===== src/rtl/clk_rst_pkg.sv =====
// Shared types and constants for the fabric clock/reset conditioner.
package clk_rst_pkg;

  typedef enum logic [1:0] {
    WAIT_LOCK = 2'd0,
    STABLE    = 2'd1,
    HOLD      = 2'd2,
    RUN       = 2'd3
  } state_t;

  localparam int DEF_CLK_HZ             = 100_000_000;
  localparam int DEF_US_DIV             = DEF_CLK_HZ / 1_000_000;
  localparam int DEF_MS_DIV             = 1000;
  localparam int DEF_LOCK_STABLE_CYCLES = 1024;
  localparam int DEF_RESET_HOLD_CYCLES  = 16;

  // Bits needed to hold 0..max_val-1, never narrower than one bit.
  function automatic int cnt_width(input int max_val);
    return (max_val < 2) ? 1 : $clog2(max_val);
  endfunction

endpackage


===== src/rtl/clk_rst_tick_gen_tick_divider.sv =====
// Wrapping 0..DIV-1 counter; tick is the lookahead strobe for the wrap cycle.
module tick_divider
  import clk_rst_pkg::*;
#(
  parameter int DIV = 2
) (
  input  logic clk,
  input  logic rst,
  input  logic en,
  input  logic clr,
  output logic tick
);

  localparam int            CW   = cnt_width(DIV);
  localparam logic [CW-1:0] LAST = CW'(DIV - 1);

  logic [CW-1:0] cnt_q;
  logic [CW-1:0] cnt_d;

  always_comb begin
    cnt_d = cnt_q;
    tick  = en && !clr && (cnt_q == LAST);
    if (clr) begin
      cnt_d = '0;
    end else if (en) begin
      cnt_d = (cnt_q == LAST) ? '0 : cnt_q + 1'b1;
    end
  end

  always_ff @(posedge clk) begin
    if (rst) begin
      cnt_q <= '0;
    end else begin
      cnt_q <= cnt_d;
    end
  end

endmodule


===== src/rtl/clk_rst_tick_gen.sv =====
// Lock qualification, system reset sequencing and 1 us / 1 ms tick generation
// for the touchscreen fabric logic.
module clk_rst_tick_gen
  import clk_rst_pkg::*;
#(
  parameter int CLK_HZ             = DEF_CLK_HZ,
  parameter int US_DIV             = CLK_HZ / 1_000_000,
  parameter int MS_DIV             = DEF_MS_DIV,
  parameter int LOCK_STABLE_CYCLES = DEF_LOCK_STABLE_CYCLES,
  parameter int RESET_HOLD_CYCLES  = DEF_RESET_HOLD_CYCLES
) (
  input  logic FAB_CLK,
  input  logic RESET,
  input  logic LOCK,
  input  logic SW_RESET_REQ,
  input  logic LOCK_LOST_CLR,
  output logic SYS_RESET,
  output logic READY,
  output logic TICK_US,
  output logic TICK_MS,
  output logic LOCK_LOST
);

  localparam int CNT_MAX = (LOCK_STABLE_CYCLES > RESET_HOLD_CYCLES) ?
                           LOCK_STABLE_CYCLES : RESET_HOLD_CYCLES;
  localparam int            CW          = cnt_width(CNT_MAX);
  localparam logic [CW-1:0] STABLE_LAST = CW'(LOCK_STABLE_CYCLES - 1);
  localparam logic [CW-1:0] HOLD_LAST   = CW'(RESET_HOLD_CYCLES - 1);

  logic          lock_meta_q;
  logic          lock_s_q;
  state_t        state_q, state_d;
  logic [CW-1:0] cnt_q, cnt_d;
  logic          lock_lost_q, lock_lost_d;
  logic          sys_reset_q, ready_q;
  logic          tick_us_q, tick_ms_q;
  logic          run_d;
  logic          tick_us_d, tick_ms_d;

  always_comb begin
    state_d     = state_q;
    cnt_d       = cnt_q;
    lock_lost_d = lock_lost_q;

    case (state_q)
      WAIT_LOCK: begin
        if (lock_s_q) begin
          state_d = STABLE;
          cnt_d   = '0;
        end
      end
      STABLE: begin
        if (!lock_s_q) begin
          state_d = WAIT_LOCK;
        end else if (cnt_q == STABLE_LAST) begin
          state_d = HOLD;
          cnt_d   = '0;
        end else begin
          cnt_d = cnt_q + 1'b1;
        end
      end
      HOLD: begin
        if (!lock_s_q) begin
          state_d = WAIT_LOCK;
        end else if (SW_RESET_REQ) begin
          cnt_d = '0;
        end else if (cnt_q == HOLD_LAST) begin
          state_d = RUN;
        end else begin
          cnt_d = cnt_q + 1'b1;
        end
      end
      RUN: begin
        // Lock loss outranks a soft-reset request arriving on the same cycle.
        if (!lock_s_q) begin
          state_d = WAIT_LOCK;
        end else if (SW_RESET_REQ) begin
          state_d = HOLD;
          cnt_d   = '0;
        end
      end
      default: state_d = WAIT_LOCK;
    endcase

    if ((state_q == RUN) && !lock_s_q) begin
      lock_lost_d = 1'b1;
    end else if (LOCK_LOST_CLR) begin
      lock_lost_d = 1'b0;
    end

    run_d = (state_d == RUN);
  end

  // Dividers run on the next-state so their strobes can be registered and
  // still land on the US_DIV-th cycle of RUN.
  tick_divider #(.DIV(US_DIV)) u_us_div (
    .clk  (FAB_CLK),
    .rst  (RESET),
    .en   (run_d),
    .clr  (!run_d),
    .tick (tick_us_d)
  );

  tick_divider #(.DIV(MS_DIV)) u_ms_div (
    .clk  (FAB_CLK),
    .rst  (RESET),
    .en   (tick_us_d),
    .clr  (!run_d),
    .tick (tick_ms_d)
  );

  always_ff @(posedge FAB_CLK) begin
    if (RESET) begin
      lock_meta_q <= 1'b0;
      lock_s_q    <= 1'b0;
      state_q     <= WAIT_LOCK;
      cnt_q       <= '0;
      lock_lost_q <= 1'b0;
      sys_reset_q <= 1'b1;
      ready_q     <= 1'b0;
      tick_us_q   <= 1'b0;
      tick_ms_q   <= 1'b0;
    end else begin
      lock_meta_q <= LOCK;
      lock_s_q    <= lock_meta_q;
      state_q     <= state_d;
      cnt_q       <= cnt_d;
      lock_lost_q <= lock_lost_d;
      sys_reset_q <= !run_d;
      ready_q     <= run_d;
      tick_us_q   <= tick_us_d;
      tick_ms_q   <= tick_ms_d;
    end
  end

  assign SYS_RESET = sys_reset_q;
  assign READY     = ready_q;
  assign TICK_US   = tick_us_q;
  assign TICK_MS   = tick_ms_q;
  assign LOCK_LOST = lock_lost_q;

endmodule

===== config.mk =====
export PLATFORM = sky130hd
export DESIGN_NAME = clk_rst_tick_gen
export DESIGN_NICKNAME = d
export VERILOG_FILES = /design/src/rtl/clk_rst_pkg.sv /design/src/rtl/clk_rst_tick_gen_tick_divider.sv /design/src/rtl/clk_rst_tick_gen.sv
export SDC_FILE = /design/constraint.sdc
export NUM_CORES = 1
export LEC_CHECK = 0
export CAP_MARGIN = 5
export CORE_UTILIZATION = 46
export DETAILED_ROUTE_END_ITERATION = 7
export GPL_ROUTABILITY_DRIVEN = 0
export GPL_TIMING_DRIVEN = 1
export HOLD_SLACK_MARGIN = 0.08
export PLACE_DENSITY = 0.68
export SLEW_MARGIN = 0
export SYNTH_ARGS = -nofsm -noshare
export SYNTH_HDL_FRONTEND = slang
export SYNTH_SLANG_ARGS = --single-unit

===== constraint.sdc =====
create_clock -name FAB_CLK -period 3.6 [get_ports FAB_CLK]
set_input_delay 0.72 -clock FAB_CLK [delete_from_list [all_inputs] [get_ports FAB_CLK]]
set_output_delay 0.72 -clock FAB_CLK [all_outputs]
set_load 0.05 [all_outputs]

Word-level counts from Yosys, hierarchy flattened --
Cells that the tools add are included.
Storage, ports and cells: register bits after elaboration 36, bits of input ports 5, output and inout bits 5, logic and storage cells 61
Operators by class: add/sub/neg operators 3, equal/unequal tests 14, mux-type cells 21, bitwise logic cells 1, reductions and logical operators 11
Operators by type and width (number):
- $mux W10 | 9
- $pmux W10 S4 | 1
- $add A10 B1 Y10 const B | 2
- $eq A10 B10 Y1 const B | 2
- $mux W2 | 8
- $eq A10 B4 Y1 const B | 1
- $ne A2 B2 Y1 const B | 5
- $pmux W2 S4 | 1
- $add A7 B1 Y7 const B | 1
- $eq A7 B7 Y1 const B | 1
- $eq A2 B2 Y1 const B | 3
- $reduce_and A6 Y1 | 1
- $logic_and A1 B1 Y1 | 4
- $ne A3 B3 Y1 const B | 1
- $reduce_or A3 Y1 | 1
- $eq A2 B1 Y1 const B | 1
- $logic_not A1 Y1 | 2
- $logic_not A2 Y1 | 1
- $mux W1 | 2
- $reduce_bool A2 Y1 | 1
- $reduce_or A2 Y1 | 1
- $not A1 Y1 | 1

Depth between registers and ports, before layout --
depth in word-level cells 9, mapped depth 8, mapped depth without buffers 7

By module --
A second synthesis with hierarchy kept.
Second synthesis, totals: cell total of the unflattened synthesis 217, area total of the unflattened synthesis 1836.8 µm²
Modules (own cells, without submodules):
- clk_rst_tick_gen | instances 1, cells each 128, area an instance 1039.7 µm², sequential area each 380.4 µm²
- tick_divider at u_ms_div | instances 1, cells each 54, area an instance 481.7 µm², sequential area each 200.2 µm²
- tick_divider at u_us_div | instances 1, cells each 35, area an instance 315.3 µm², sequential area each 140.1 µm²

Worst setup path after synthesis --
No wires, ideal clock.
kind register -> register, start point register state_q[0], end point register u_ms_div.cnt_q[8], setup time 149 ps, arrival time 2039 ps, required time 3451 ps, setup slack 1412 ps, cell stages (with the launch flop) 8, buffers on the path 0, clock period less this slack 2188 ps, path through dfxtp_1 inv_1 ha_1 nor2b_1 o41ai_1 a31oi_1 a41oi_1 a211oi_2
On the way: cells in the longest elaborated chain, start to end 7, elaborated cells between the ends (all ways) 17, classes of those cells eq/ne (4); mux (9); bitwise (1); reduce/logical (3)
Ends and longest elaborated chain:
- from (decl) | line clk_rst_tick_gen.sv:32 | state_t state_q, state_d;
- from (signal assigned) | line clk_rst_tick_gen.sv:126 | state_q <= state_d;
- $mux W2 | line clk_rst_tick_gen.sv:67 | end else if (cnt_q == HOLD_LAST) begin
- $mux W2 | line clk_rst_tick_gen.sv:65 | end else if (SW_RESET_REQ) begin
- $mux W2 | line clk_rst_tick_gen.sv:63 | if (!lock_s_q) begin
- $pmux W2 S4 (*) | line clk_rst_tick_gen.sv:45 | case (state_q)
- $eq A2 B2 Y1 (*) | line clk_rst_tick_gen.sv:91 | run_d = (state_d == RUN);
- $not A1 Y1 (no line)
- $reduce_or A2 Y1 (no line)
- to (signal assigned) | line clk_rst_tick_gen_tick_divider.sv:34 | cnt_q <= cnt_d;
- to (decl) | line clk_rst_tick_gen_tick_divider.sv:17 | logic [CW-1:0] cnt_q;
Mark *: on every way between the ends. The rest lies on a longest branch, timed or not. A chain may end at the register's enable or synchronous reset.

Worst setup path after layout --
start point input SW_RESET_REQ, end point register u_us_div.cnt_q[5]
On the way: cells in the longest elaborated chain, start to end 6, elaborated cells between the ends (all ways) 8, classes of those cells eq/ne (1); mux (5); bitwise (1); reduce/logical (1)
Ends and longest elaborated chain:
- from (decl) | line clk_rst_tick_gen.sv:15 | input logic SW_RESET_REQ,
- $mux W2, on equally long branches | line clk_rst_tick_gen.sv:77, clk_rst_tick_gen.sv:65
- $mux W2, on equally long branches | line clk_rst_tick_gen.sv:75, clk_rst_tick_gen.sv:63
- $pmux W2 S4 (*) | line clk_rst_tick_gen.sv:45
- $eq A2 B2 Y1 (*) | line clk_rst_tick_gen.sv:91
- $not A1 Y1 (no line) (*)
- $reduce_or A3 Y1 (no line) (*)
- to (signal assigned) | line clk_rst_tick_gen_tick_divider.sv:34
- to (decl) | line clk_rst_tick_gen_tick_divider.sv:17
Marked as above.

==> out/qor.yml <==
outcome: "finished, final reports clean"
reg2reg_depth: 7
synthesis.area_um2: 1890
die_w_um: 66.0
fp.dieArea_um2: 4360
crit_path_cell_trace: "clkdlybuf4s50_1, nor2b_1, nand4_1, a21oi_1, nand3_2, nor3_1"
gr-usage-all-layers_pct: 19.4
async_reset_ff_share_pct: 0
yosysSeqAreaShare_pct: 38.2
layout_common_cells: "dfxtp_1, nand2_1, a21oi_1"
detail_route.iter0.violations: 126
worst-endpoint-required_ps: 3790
final_common_cell: "dfxtp_1"
avgSynthCellArea_um2: 8.39
drt_drc_violations_left: 0
holdCritPathClass: "flop to flop"
reg2reg_to: "u_ms_div.cnt_q[8]"
cts_tree: "built"
drv_slew: 0
synth_warnings: 0
finalSetupTns_ps: 0
drt-pass1-iter-count: 6
syn_inst: 225
ctsResizeCount: 0
hold_depth: 1
hold_viol_final: 0
fp.dieH_um: 66.0
power_w: 0.000747
power_density_nw_per_um2: 352
vdd_ir_drop_max_mv: 0.185
fmax_ghz: 0.366
min_to: "lock_s_q"
reg2reg_slack_ps: 1010
hpwl_um: 2770
cts_hold_buf: 0
clock_skew_ps: 14.3
synth_flop_cell: "dfxtp_1"
clkSlewWorstSetupHoldPaths_ps: 80
start_kind: "input pin"
cts_root_buf: "clkbuf_8"
maxCapViolations: 0
syn2layout_area_growth_pct: 12.7
final_layout_size_suffix_gt1_share_pct: 7.59
worstMarginPinSlew_ps: 825
period_share_pct: 75.9
synth.area.top_cells: "dfxtp_1, ha_1, a21oi_1"
hp-start: "lock_meta_q"
rsz0062_at_grt: "false"
yosysTopAreaCell: "dfxtp_1"
critPathSlowestCell: "a21oi_1"
synth_seq_cells: 36
initial_core_util_pct: 49.7
core_um2: 3800
synth_top_area_share_pct: 38.2
fin_nets: 250
worstSetupEndpointType: "flop"
crit_path_max_incr_delay_ps: 560
synth_edf_count: 0
grt_pass1_vias: 1494
crit_type: "input pin to flop"
vias: 1685
ioPinCount: 10
critPathMaxFanout: 16
grt.overflow.total: 0
r2r_start: "state_q[0]"
clkLatencyLatePin_ps: 280
rows: 22
grt_start_max_net_pins: 17
cp.arrival_ps: 2930
antenna_found_initial: 0
routed_wl_um: 3790
relSlewSlack_pct: 44.7
cts_setup_buffers: 0
diodes: 0
cts.htree.levels: 2
period_needed_ps: 2730
synth_nets: 238
numCtsBuffers: 5
ys_types: 50
clockBufferDepth: 2
drt-wirelength-per-cell_um: 13.3
viasPerCell: 5.91
finalSetupViolCount: 0
portBuffers: 9
leakagePower_nw: 0.703
cts.sinks: 36
grt_pass1_wl_um: 6470
antenna_left: 0
## final cells by class
| cell class | instances | area [um2] |
|---|---|---|
| Fill cell | 371 | 1670 |
| Clock buffer | 7 | 96.3 |
| Multi-Input combinational cell | 171 | 1090 |
| Sequential cell | 36 | 721 |
| Timing Repair Buffer | 12 | 113 |
| Tap cell | 48 | 60.1 |
| Inverter | 11 | 41.3 |
## worst max-delay path by stage
stage / slack [ps] / start / depth (start not counted) / endpoint
after floorplan: 1410 / state_q[0] / 7 / u_ms_div.cnt_q[8]
after global placement: 680 / SW_RESET_REQ / 6 / u_us_div.cnt_q[1]
after detailed placement: 560 / SW_RESET_REQ / 6 / u_us_div.cnt_q[1]
after CTS: 850 / SW_RESET_REQ / 6 / u_us_div.cnt_q[1]
after global routing: 590 / SW_RESET_REQ / 6 / u_us_div.cnt_q[5]
final: 870 / SW_RESET_REQ / 6 / u_us_div.cnt_q[5]
## power breakdown
part           switching, W  internal, W
Combinational     0.0000226    0.0000127
Sequential       0.00000169     0.000400
Clock              0.000140     0.000171
Total              0.000164     0.000583
## synthesized netlist by cell type (2+ instances only)
| master | count |
|---|---|
| a2111oi_0 | 2 |
| a21oi_1 | 15 |
| a31oi_1 | 2 |
| and3_1 | 6 |
| and4_1 | 3 |
| and4b_1 | 2 |
| clkbuf_1 | 5 |
| dfxtp_1 | 36 |
| ha_1 | 8 |
| inv_1 | 10 |
| nand2_1 | 17 |
| nand2b_1 | 2 |
| nand3_1 | 14 |
| nand3_2 | 2 |
| nand3b_1 | 2 |
| nand4_1 | 12 |
| nor2_1 | 13 |
| nor2b_1 | 7 |
| nor3_1 | 9 |
| nor4_1 | 7 |
| o21ai_0 | 12 |
| o21ai_1 | 3 |
| o31ai_1 | 2 |
| or3_1 | 3 |
| xnor2_1 | 4 |
| xor2_1 | 3 |
## state kept, by name, summed over array words and instances, names as in the netlist
name and cells:
cnt_q 10, lock_meta_q 1, TICK_US 1, u_us_div.cnt_q 7, TICK_MS 1, u_ms_div.cnt_q 10
SYS_RESET 1, lock_s_q 1, state_q 2, READY 1, LOCK_LOST 1
## cell families after synthesis
| group | after synthesis | synth area share [%] |
|---|---|---|
| buffers and inverters | 18 | 3.78 |
| and+or+nand+nor | 108 | 32.6 |
| DFF | 36 | 38.2 |
| AOI/OAI and AO/OA | 48 | 16.8 |
| xor gates and xnor gates | 7 | 3.25 |
| adders and majority gates | 8 | 5.31 |
## layer usage
metal  part of all wire [%]  GRT usage (%)  wire (um)
met5                      0              0          0
met1                     50           25.3       1900
met2                     45           29.2       1690
met4                   0.66           8.24         25
met3                    4.6           6.21        173
## worst max-delay path: cells and delay by family
| family | cells | cell delay (ps) |
|---|---|---|
| simple gates | 4 | 1160 |
| buf+inv | 1 | 480 |
| compound gates | 1 | 560 |
## per-stage QoR
stage / setup WS (ps) / cells / util [%] / hold WS [ps] / instance area, um2
final: 867 / 285 / 56.0 / 450 / 2130
after floorplan: 1410 / 225 / - / 414 / 1890
after global placement: 681 / 278 / 53.4 / 442 / 2030
after detailed placement: 563 / 278 / 53.4 / 439 / 2030
after global routing: 594 / 285 / 56.0 / 471 / 2130
after CTS: 850 / 285 / 56.0 / 456 / 2130
Note: power is estimated with default switching activity, not from simulation.
